===== config.mk =====
export PLATFORM = sky130hd
export DESIGN_NAME = frame_capture_sched
export DESIGN_NICKNAME = d
export VERILOG_FILES = /design/src/rtl/vsync_pkg.sv /design/src/rtl/vsync_edge_det.sv /design/src/rtl/frame_capture_sched.sv
export SDC_FILE = /design/constraint.sdc
export NUM_CORES = 1
export LEC_CHECK = 0
export ABC_AREA = 1
export BUFFER_PORTS_ARGS = -buffer_cell sky130_fd_sc_hd__buf_2
export CORE_ASPECT_RATIO = 2
export CORE_MARGIN = 2
export CORE_UTILIZATION = 50
export DETAILED_ROUTE_END_ITERATION = 12
export PLACE_DENSITY = 0.66
export SLEW_MARGIN = 20
export SYNTH_ARGS = -nofsm -noshare
export SYNTH_HDL_FRONTEND = slang
export SYNTH_SLANG_ARGS = --single-unit

===== constraint.sdc =====
create_clock -name clk -period 4.9 [get_ports clk]
set_input_delay 0.245 -clock clk [delete_from_list [all_inputs] [get_ports clk]]
set_output_delay 0.245 -clock clk [all_outputs]
set_load 0.02 [all_outputs]

===== src/rtl/vsync_pkg.sv =====
// Shared state encoding and default parameter values for the frame capture scheduler.
package vsync_pkg;

  typedef enum logic [1:0] {
    ST_IDLE      = 2'd0,
    ST_WAIT_EDGE = 2'd1,
    ST_CAPTURE   = 2'd2,
    ST_DONE      = 2'd3
  } state_e;

  localparam int DEF_NUM_FRAMES_W = 8;
  localparam bit DEF_VSYNC_POL    = 1'b1;
  localparam int DEF_TIMEOUT_CYC  = 2000000;

endpackage


===== src/rtl/vsync_edge_det.sv =====
// vsync synchronizer (2 FF) plus history FF; flags the sampled transition into the active level.
module vsync_edge_det
  import vsync_pkg::*;
#(
  parameter bit VSYNC_POL = DEF_VSYNC_POL
) (
  input  logic clk,
  input  logic reset,
  input  logic vsync,
  output logic boundary,
  output logic level
);

  // sync_q[0] = s1, sync_q[1] = s2, sync_q[2] = s3 (history)
  logic [2:0] sync_q;
  logic [2:0] sync_d;

  always_comb sync_d = {sync_q[1:0], vsync};

  always_ff @(posedge clk) begin
    if (!reset) sync_q <= '0;
    else        sync_q <= sync_d;
  end

  assign level    = (sync_q[1] == VSYNC_POL);
  assign boundary = level && (sync_q[2] != VSYNC_POL);

endmodule


===== src/rtl/frame_capture_sched.sv =====
// Frame capture scheduler: captures a requested number of camera frames framed by vsync.
// Optional watchdog enabled with the VSYNC_TIMEOUT_EN macro.
//
// state        | meaning
// ST_IDLE      | waiting for start
// ST_WAIT_EDGE | capture armed, waiting for the first frame boundary
// ST_CAPTURE   | capture_en high, counting completed frames
// ST_DONE      | one-cycle completion, finished pulses on the way out
module frame_capture_sched
  import vsync_pkg::*;
#(
  parameter int NUM_FRAMES_W = DEF_NUM_FRAMES_W,
  parameter bit VSYNC_POL    = DEF_VSYNC_POL,
  parameter int TIMEOUT_CYC  = DEF_TIMEOUT_CYC
) (
  input  logic                    clk,
  input  logic                    reset,
  input  logic                    vsync,
  input  logic                    start,
  input  logic                    abort,
  input  logic [NUM_FRAMES_W-1:0] num_frames,
  output logic                    capture_en,
  output logic                    frame_start,
  output logic                    busy,
  output logic                    finished,
  output logic                    timeout_err
);

  logic boundary;
  logic vsync_level;

  vsync_edge_det #(.VSYNC_POL(VSYNC_POL)) u_edge_det (
    .clk      (clk),
    .reset    (reset),
    .vsync    (vsync),
    .boundary (boundary),
    .level    (vsync_level)
  );

  state_e                  state_q, state_d;
  logic [NUM_FRAMES_W-1:0] target_q, target_d;
  logic [NUM_FRAMES_W-1:0] count_q, count_d;
  logic                    cap_q, cap_d;
  logic                    fs_q, fs_d;
  logic                    busy_q, busy_d;
  logic                    fin_q, fin_d;

`ifdef VSYNC_TIMEOUT_EN
  localparam int            WD_W    = (TIMEOUT_CYC > 1) ? $clog2(TIMEOUT_CYC) : 1;
  localparam logic [WD_W-1:0] WD_INIT = WD_W'(TIMEOUT_CYC - 1);
  logic [WD_W-1:0] wd_q, wd_d;
  logic            tmo_q, tmo_d;
`endif

  always_comb begin
    state_d  = state_q;
    target_d = target_q;
    count_d  = count_q;
    cap_d    = cap_q;
    fs_d     = 1'b0;
    fin_d    = 1'b0;
`ifdef VSYNC_TIMEOUT_EN
    wd_d     = wd_q;
    tmo_d    = tmo_q;
`endif
    case (state_q)
      ST_IDLE: begin
        if (start && !abort) begin
          count_d = '0;
          if (num_frames == '0) begin
            state_d = ST_DONE;
          end else begin
            state_d  = ST_WAIT_EDGE;
            target_d = num_frames;
          end
        end
      end
      ST_WAIT_EDGE: begin
        if (abort) begin
          state_d = ST_IDLE;
          cap_d   = 1'b0;
        end else if (boundary) begin
          state_d = ST_CAPTURE;
          cap_d   = 1'b1;
          fs_d    = 1'b1;
        end
      end
      ST_CAPTURE: begin
        if (abort) begin
          state_d = ST_IDLE;
          cap_d   = 1'b0;
        end else if (boundary) begin
          // count holds completed frames; compare before it could ever wrap
          count_d = count_q + NUM_FRAMES_W'(1);
          if (count_d == target_q) begin
            state_d = ST_DONE;
            cap_d   = 1'b0;
          end else begin
            fs_d = 1'b1;
          end
        end
      end
      ST_DONE: begin
        state_d = ST_IDLE;
        fin_d   = !abort;
      end
      default: begin
        state_d = ST_IDLE;
        cap_d   = 1'b0;
      end
    endcase
`ifdef VSYNC_TIMEOUT_EN
    if (state_q == ST_IDLE) begin
      if (start && !abort) begin
        tmo_d = 1'b0;
        wd_d  = WD_INIT;
      end
    end else if ((state_q == ST_WAIT_EDGE || state_q == ST_CAPTURE) && !abort) begin
      if (boundary) begin
        wd_d = WD_INIT;
      end else if (wd_q == '0) begin
        tmo_d   = 1'b1;
        state_d = ST_IDLE;
        cap_d   = 1'b0;
        fs_d    = 1'b0;
      end else begin
        wd_d = wd_q - WD_W'(1);
      end
    end
`endif
    busy_d = (state_d != ST_IDLE);
  end

  always_ff @(posedge clk) begin
    if (!reset) begin
      state_q  <= ST_IDLE;
      target_q <= '0;
      count_q  <= '0;
      cap_q    <= 1'b0;
      fs_q     <= 1'b0;
      busy_q   <= 1'b0;
      fin_q    <= 1'b0;
`ifdef VSYNC_TIMEOUT_EN
      wd_q     <= '0;
      tmo_q    <= 1'b0;
`endif
    end else begin
      state_q  <= state_d;
      target_q <= target_d;
      count_q  <= count_d;
      cap_q    <= cap_d;
      fs_q     <= fs_d;
      busy_q   <= busy_d;
      fin_q    <= fin_d;
`ifdef VSYNC_TIMEOUT_EN
      wd_q     <= wd_d;
      tmo_q    <= tmo_d;
`endif
    end
  end

  assign capture_en  = cap_q;
  assign frame_start = fs_q;
  assign busy        = busy_q;
  assign finished    = fin_q;
`ifdef VSYNC_TIMEOUT_EN
  assign timeout_err = tmo_q;
`else
  assign timeout_err = 1'b0;
`endif

endmodule


[Yosys cells after proc, flatten, opt, wreduce, memory -nomap -nowiden]
Index checks and enable logic that the tools add are counted.
Word-level totals
  register bits after elaboration: 25
  input port bits: 13
  output and inout bits: 5
  logic and storage cells: 57
Operators by class
  add/subtract/negate cells: 1
  equal/unequal tests: 10
  muxes and demuxes: 24
  bitwise gates (word level): 2
  reductions and logical operators: 12
Operators with widths (number)
  $mux W8: 3
  $pmux W8 S2: 1
  $mux W2: 7
  $mux W1: 10
  $ne A3 B3 Y1 const B: 3
  $add A8 B1 Y8 const B: 1
  $eq A8 B8 Y1: 1
  $logic_not A8 Y1: 1
  $pmux W2 S4: 1
  $reduce_and A4 Y1: 2
  $ne A2 B2 Y1 const B: 3
  $reduce_bool A2 Y1: 3
  $eq A2 B2 Y1 const B: 2
  $pmux W1 S2: 2
  $reduce_and A3 Y1: 1
  $eq A2 B1 Y1 const B: 1
  $logic_and A1 B1 Y1: 2
  $logic_not A2 Y1: 1
  $not A1 Y1: 2
  $reduce_and A2 Y1: 1
  $logic_not A1 Y1: 1

[Longest topological paths before layout]
  depth after elaboration: 7
  mapped depth: 16

[Cells and area by module]
A second synthesis with hierarchy kept.
Unflattened totals
  cell total of the unflattened synthesis: 205
  area, all modules: 1381.3 um2
Modules (own cells, without submodules)
  frame_capture_sched: instances 1, cells an instance 194, area an instance 1288.7 um2
  vsync_edge_det: instances 1, cells an instance 11, area an instance 92.6 um2

[Worst setup path before layout]
No wires, ideal clock.
  kind: register -> register
  start point: register count_q[0]
  end point: register busy_q, in the netlist busy
  library setup time: 0.114 ns
  data arrival time: 1.475 ns
  path slack: 3.312 ns
  stages on the path, launching flop included: 17
  buffers on the path: 0
  period minus slack after synthesis: 1.588 ns
  cells stage by stage: dfxtp_1 > ha_1 > nand2_2 > nor2_2 > nand2_1 > nand2_1 > nand2_1 > nor2_1 > nor2_2 > nand4_2 > nand2_1 > nand2_1 > nand2_1 > nand2_1 > nand2_1 > nand2_1 > nand2_1
On the way
  cells in the longest elaborated chain, start to end: 7
Ends and longest elaborated chain
  from (decl): RTL line frame_capture_sched.sv:42  | logic [NUM_FRAMES_W-1:0] count_q, count_d;
  from (signal assigned): RTL line frame_capture_sched.sv:150  | count_q <= count_d;
  $add A8 B1 Y8: RTL line frame_capture_sched.sv:94  | count_d = count_q + NUM_FRAMES_W'(1);
  $eq A8 B8 Y1: RTL line frame_capture_sched.sv:95  | if (count_d == target_q) begin
  $mux W2: RTL line frame_capture_sched.sv:95
  $mux W2: RTL line frame_capture_sched.sv:92  | end else if (boundary) begin
  $mux W2: RTL line frame_capture_sched.sv:89  | if (abort) begin
  $pmux W2 S4: RTL line frame_capture_sched.sv:66  | case (state_q)
  $reduce_bool A2 Y1: RTL line frame_capture_sched.sv:131  | busy_d = (state_d != ST_IDLE);
  to (signal assigned): RTL line frame_capture_sched.sv:153  | busy_q <= busy_d;
  to (decl): RTL line frame_capture_sched.sv:45  | logic busy_q, busy_d;
Every way passes these cells.
A chain may end at the register's enable or synchronous reset.

[Worst setup path in the final report]
  start point: register count_q[1]
  end point: register busy_q, in the netlist busy
The elaborated chain is that of the path after synthesis.

==> impl_metrics.sql <==
INSERT INTO impl_metrics (metric_group, metric, value, unit) VALUES
('status', 'outcome', 'finished clean', ''),
('critical_path', 'crit_fanout', '4', ''),
('route', 'firstDrtPassIters', '4', ''),
('global_route', 'antenna_violations_before_repair', '0', ''),
('logic_synthesis', 'synthCells', '212', ''),
('clock_network', 'worstSkewPairLatency', '0.27', 'ns'),
('global_route', 'grt_use_total', '0.214', ''),
('place', 'place_hpwl', '2620', 'µm'),
('sta', 'finClkSkew', '0.00853', 'ns'),
('pwr', 'share_seq_of_total_power', '0.525', ''),
('global_route', 'gr-usage-met3', '0.0273', ''),
('critical_path', 'cp_data_arrival_time', '2.12', 'ns'),
('floorplan', 'initial_utilization', '0.519', ''),
('logic_synthesis', 'post_synthesis_instance_area', '1420', 'µm²'),
('critical_path', 'worstRegToRegCells', '15', ''),
('critical_path', 'worstSetupPathType', 'reg2reg', ''),
('sta', 'fmax', '0.527', 'GHz'),
('floorplan', 'die_width', '41.7', 'µm'),
('global_route', 'grt_pass1_vias', '1304', ''),
('pwr', 'total_switching_power', '0.000124', 'W'),
('floorplan', 'placeableCoreArea', '2740', 'µm²'),
('logic_synthesis', 'mappedNetlistNets', '231', ''),
('logic_synthesis', 'count_of_distinct_cell_types_in_the_synthesized_netlist', '27', ''),
('global_route', 'globalRouteMet2Util', '0.413', ''),
('pwr', 'design_power', '0.000423', 'W'),
('pwr', 'powerDensity', '270', 'nW/µm²'),
('floorplan', 'boundaryPins', '18', ''),
('logic_synthesis', 'synth_seq_area_share', '0.353', ''),
('sta', 'rsz_0062_raised_after_global_routing', 'no', ''),
('route', 'via_count', '1362', ''),
('clock_network', 'clockBufferDepth', '2', ''),
('min_path', 'hp-class', 'in2reg', ''),
('cells_and_area', 'multiInputGateArea', '767', 'µm²'),
('logic_synthesis', 'synth.avg_cell_area', '6.69', 'µm²'),
('pwr', 'internal_power', '0.000299', 'W'),
('clock_network', 'number_of_buffers_added_by_the_clock_tree_synthesis_step', '3', ''),
('pwr', 'comb_power_share', '0.177', ''),
('global_route', 'grt_util_met1', '0.207', ''),
('floorplan', 'total_die_area', '3310', 'µm²'),
('pwr', 'p_leak', '0.741', 'nW'),
('place', 'dp_slack', '3.02', 'ns'),
('clock_network', 'cts_root_buf', 'sky130_fd_sc_hd__clkbuf_8', ''),
('sta', 'final-setup-viol-count', '0', ''),
('route', 'route.detailed.drc', '0', ''),
('floorplan', 'floorplan.die.height', '79.3', 'µm'),
('pwr', 'ir_worst_vdd', '0.204', 'mV'),
('cells_and_area', 'num_antenna_cells', '0', ''),
('route', 'drt-initial-drc-count', '31', ''),
('global_route', 'overflow', '0', ''),
('route', 'detail-route-antenna-nets', '0', ''),
('sta', 'worst_slack', '3.00', 'ns'),
('route', 'postRouteWirelength', '3200', 'µm'),
('clock_network', 'cts_sinks', '25', ''),
('clock_network', 'cts_setup_buffers', '0', ''),
('clock_network', 'cts_tree', 'done', ''),
('sta', 'report.final.hold_viol_count', '0', ''),
('floorplan', 'row_count', '27', ''),
('sta', 'setup-tns-final', '0', 'ns'),
('place', 'portBuffers', '16', ''),
('global_route', 'grt_start_max_net_pins', '17', ''),
('clock_network', 'post_cts.resized_instances', '0', ''),
('cells_and_area', 'area_overhead_of_the_layout_relative_to_synthesis', '10.2', '%'),
('cells_and_area', 'fin_nets', '249', ''),
('min_path', 'hold-path-cell-count', '3', ''),
('sta', 'fin_worst_hold_slack', '0.146', 'ns'),
('critical_path', 'worstPathRequired', '5.12', 'ns'),
('route', 'avgRoutedWirePerCell', '12.4', 'µm'),
('cells_and_area', 'ff_latch_area', '500', 'µm²'),
('sta', 'final.min_clock_period', '1.90', 'ns'),
('logic_synthesis', 'synth-warning-count', '0', ''),
('sta', 'layout_worst_path_cycle_share', '0.387', '');
[logic make-up (layout without fill, tap and decap cells)]
logic type | count (synthesis) | count (layout) | synth area share
DFF | 25 | 25 | 0.353
other | 1 | 1 | 0.00264
AOI/OAI and AO/OA | 34 | 34 | 0.130
and+or+nand+nor | 106 | 106 | 0.343
xor gates and xnor gates | 2 | 2 | 0.0123
buffers and inverters | 38 | 55 | 0.107
adders and majority gates | 6 | 6 | 0.0529
[critical path, stage by stage, from the launching register on]
cell	delay [ns]
sky130_fd_sc_hd__dfxtp_1	0.43
sky130_fd_sc_hd__ha_1	0.24
sky130_fd_sc_hd__nand3_1	0.12
sky130_fd_sc_hd__nor2_1	0.15
sky130_fd_sc_hd__nand2_1	0.06
sky130_fd_sc_hd__nand2_1	0.10
sky130_fd_sc_hd__nor2_1	0.05
sky130_fd_sc_hd__nor2_2	0.15
sky130_fd_sc_hd__nand4_2	0.12
sky130_fd_sc_hd__nand2_1	0.07
sky130_fd_sc_hd__nand2_1	0.05
sky130_fd_sc_hd__nand2_1	0.07
sky130_fd_sc_hd__nand2_1	0.05
sky130_fd_sc_hd__nand2_1	0.05
sky130_fd_sc_hd__nand2_1	0.06
sky130_fd_sc_hd__nand2_1	0.07
[final cells by class]
class / count / area share
Clock buffer: 3 / 0.0264
Clock inverter: 1 / 0.00480
Inverter: 35 / 0.0840
Multi-Input combinational cell: 149 / 0.490
Sequential cell: 25 / 0.320
Tap cell: 29 / 0.0232
Timing Repair Buffer: 16 / 0.0512
[cell usage in the layout (no fill, tap or decap), drive strengths merged]
master / count
a22oi: 2
nor2: 23
clkbuf: 3
o21bai: 1
buf: 16
clkinv: 1
o221ai: 1
dfxtp: 25
clkinvlp: 1
xor2: 1
nor3: 1
xnor2: 1
ha: 6
o21ai: 13
nand3: 23
nor4: 1
nand4: 1
a21oi: 15
a31oi: 2
inv: 34
conb: 1
nand2: 57
[registers in the layout, indices dropped and copies added (netlist names)]
signal and cells:
u_edge_det.sync_q 3, finished 1, capture_en 1, count_q 8
frame_start 1, state_q 2, target_q 8, busy 1
[worst paths after layout]
kind / from / to / slack [ns]
max: count_q[1] / busy / 3.00
min: vsync / u_edge_det.sync_q[0] / 0.15
min reg2reg: u_edge_det.sync_q[0] / u_edge_det.sync_q[1] / 0.43
max reg2reg: count_q[1] / busy / 3.00
[stage by stage]
step,util,cell area (µm²),instances
after floorplan,-,1420,212
after global placement,0.554,1520,254
after detailed placement,0.554,1520,254
after CTS,0.572,1560,258
after global routing,0.572,1560,258
final,0.572,1560,258
[power groups by stage]
stage | clock network (W) | logic, W | registers [W]
detailed placement | 0 | 0.0000746 | 0.000226
global placement | 0 | 0.0000737 | 0.000226
finish | 0.000126 | 0.0000749 | 0.000222
floorplan | 0 | 0.0000531 | 0.000228
CTS | 0.000127 | 0.0000748 | 0.000222
global route | 0.000133 | 0.0000874 | 0.000223
[cells in the mapped netlist]
library cell / instances / area (µm²)
sky130_fd_sc_hd__xor2_1: 1 / 8.76
sky130_fd_sc_hd__buf_4: 2 / 15.0
sky130_fd_sc_hd__o21ai_1: 1 / 5.00
sky130_fd_sc_hd__nor2_2: 5 / 31.3
sky130_fd_sc_hd__o21ai_0: 12 / 60.1
sky130_fd_sc_hd__a21oi_1: 15 / 75.1
sky130_fd_sc_hd__nand2_2: 2 / 12.5
sky130_fd_sc_hd__nor2_4: 2 / 22.5
sky130_fd_sc_hd__conb_1: 1 / 3.75
sky130_fd_sc_hd__inv_1: 32 / 120
sky130_fd_sc_hd__nand3_2: 3 / 30.0
sky130_fd_sc_hd__buf_2: 1 / 5.00
sky130_fd_sc_hd__a31oi_1: 2 / 12.5
sky130_fd_sc_hd__o221ai_1: 1 / 8.76
sky130_fd_sc_hd__xnor2_1: 1 / 8.76
sky130_fd_sc_hd__nand4_2: 1 / 12.5
sky130_fd_sc_hd__clkinv_1: 1 / 3.75
sky130_fd_sc_hd__ha_1: 6 / 75.1
sky130_fd_sc_hd__nor3_1: 1 / 5.00
sky130_fd_sc_hd__inv_2: 2 / 7.51
sky130_fd_sc_hd__o21bai_1: 1 / 7.51
sky130_fd_sc_hd__dfxtp_1: 25 / 500
sky130_fd_sc_hd__nand2_1: 55 / 206
sky130_fd_sc_hd__nor4_1: 1 / 6.26
sky130_fd_sc_hd__nor2_1: 16 / 60.1
sky130_fd_sc_hd__nand3_1: 20 / 100
sky130_fd_sc_hd__a22oi_1: 2 / 15.0
[routing by layer]
layer  part of all wire  up-vias
met5                  0        -
met4              0.050        0
met3              0.032       15
met2               0.54       37
met1               0.38      605
li1                   -      705
Note: power is estimated with default switching activity, not from simulation.
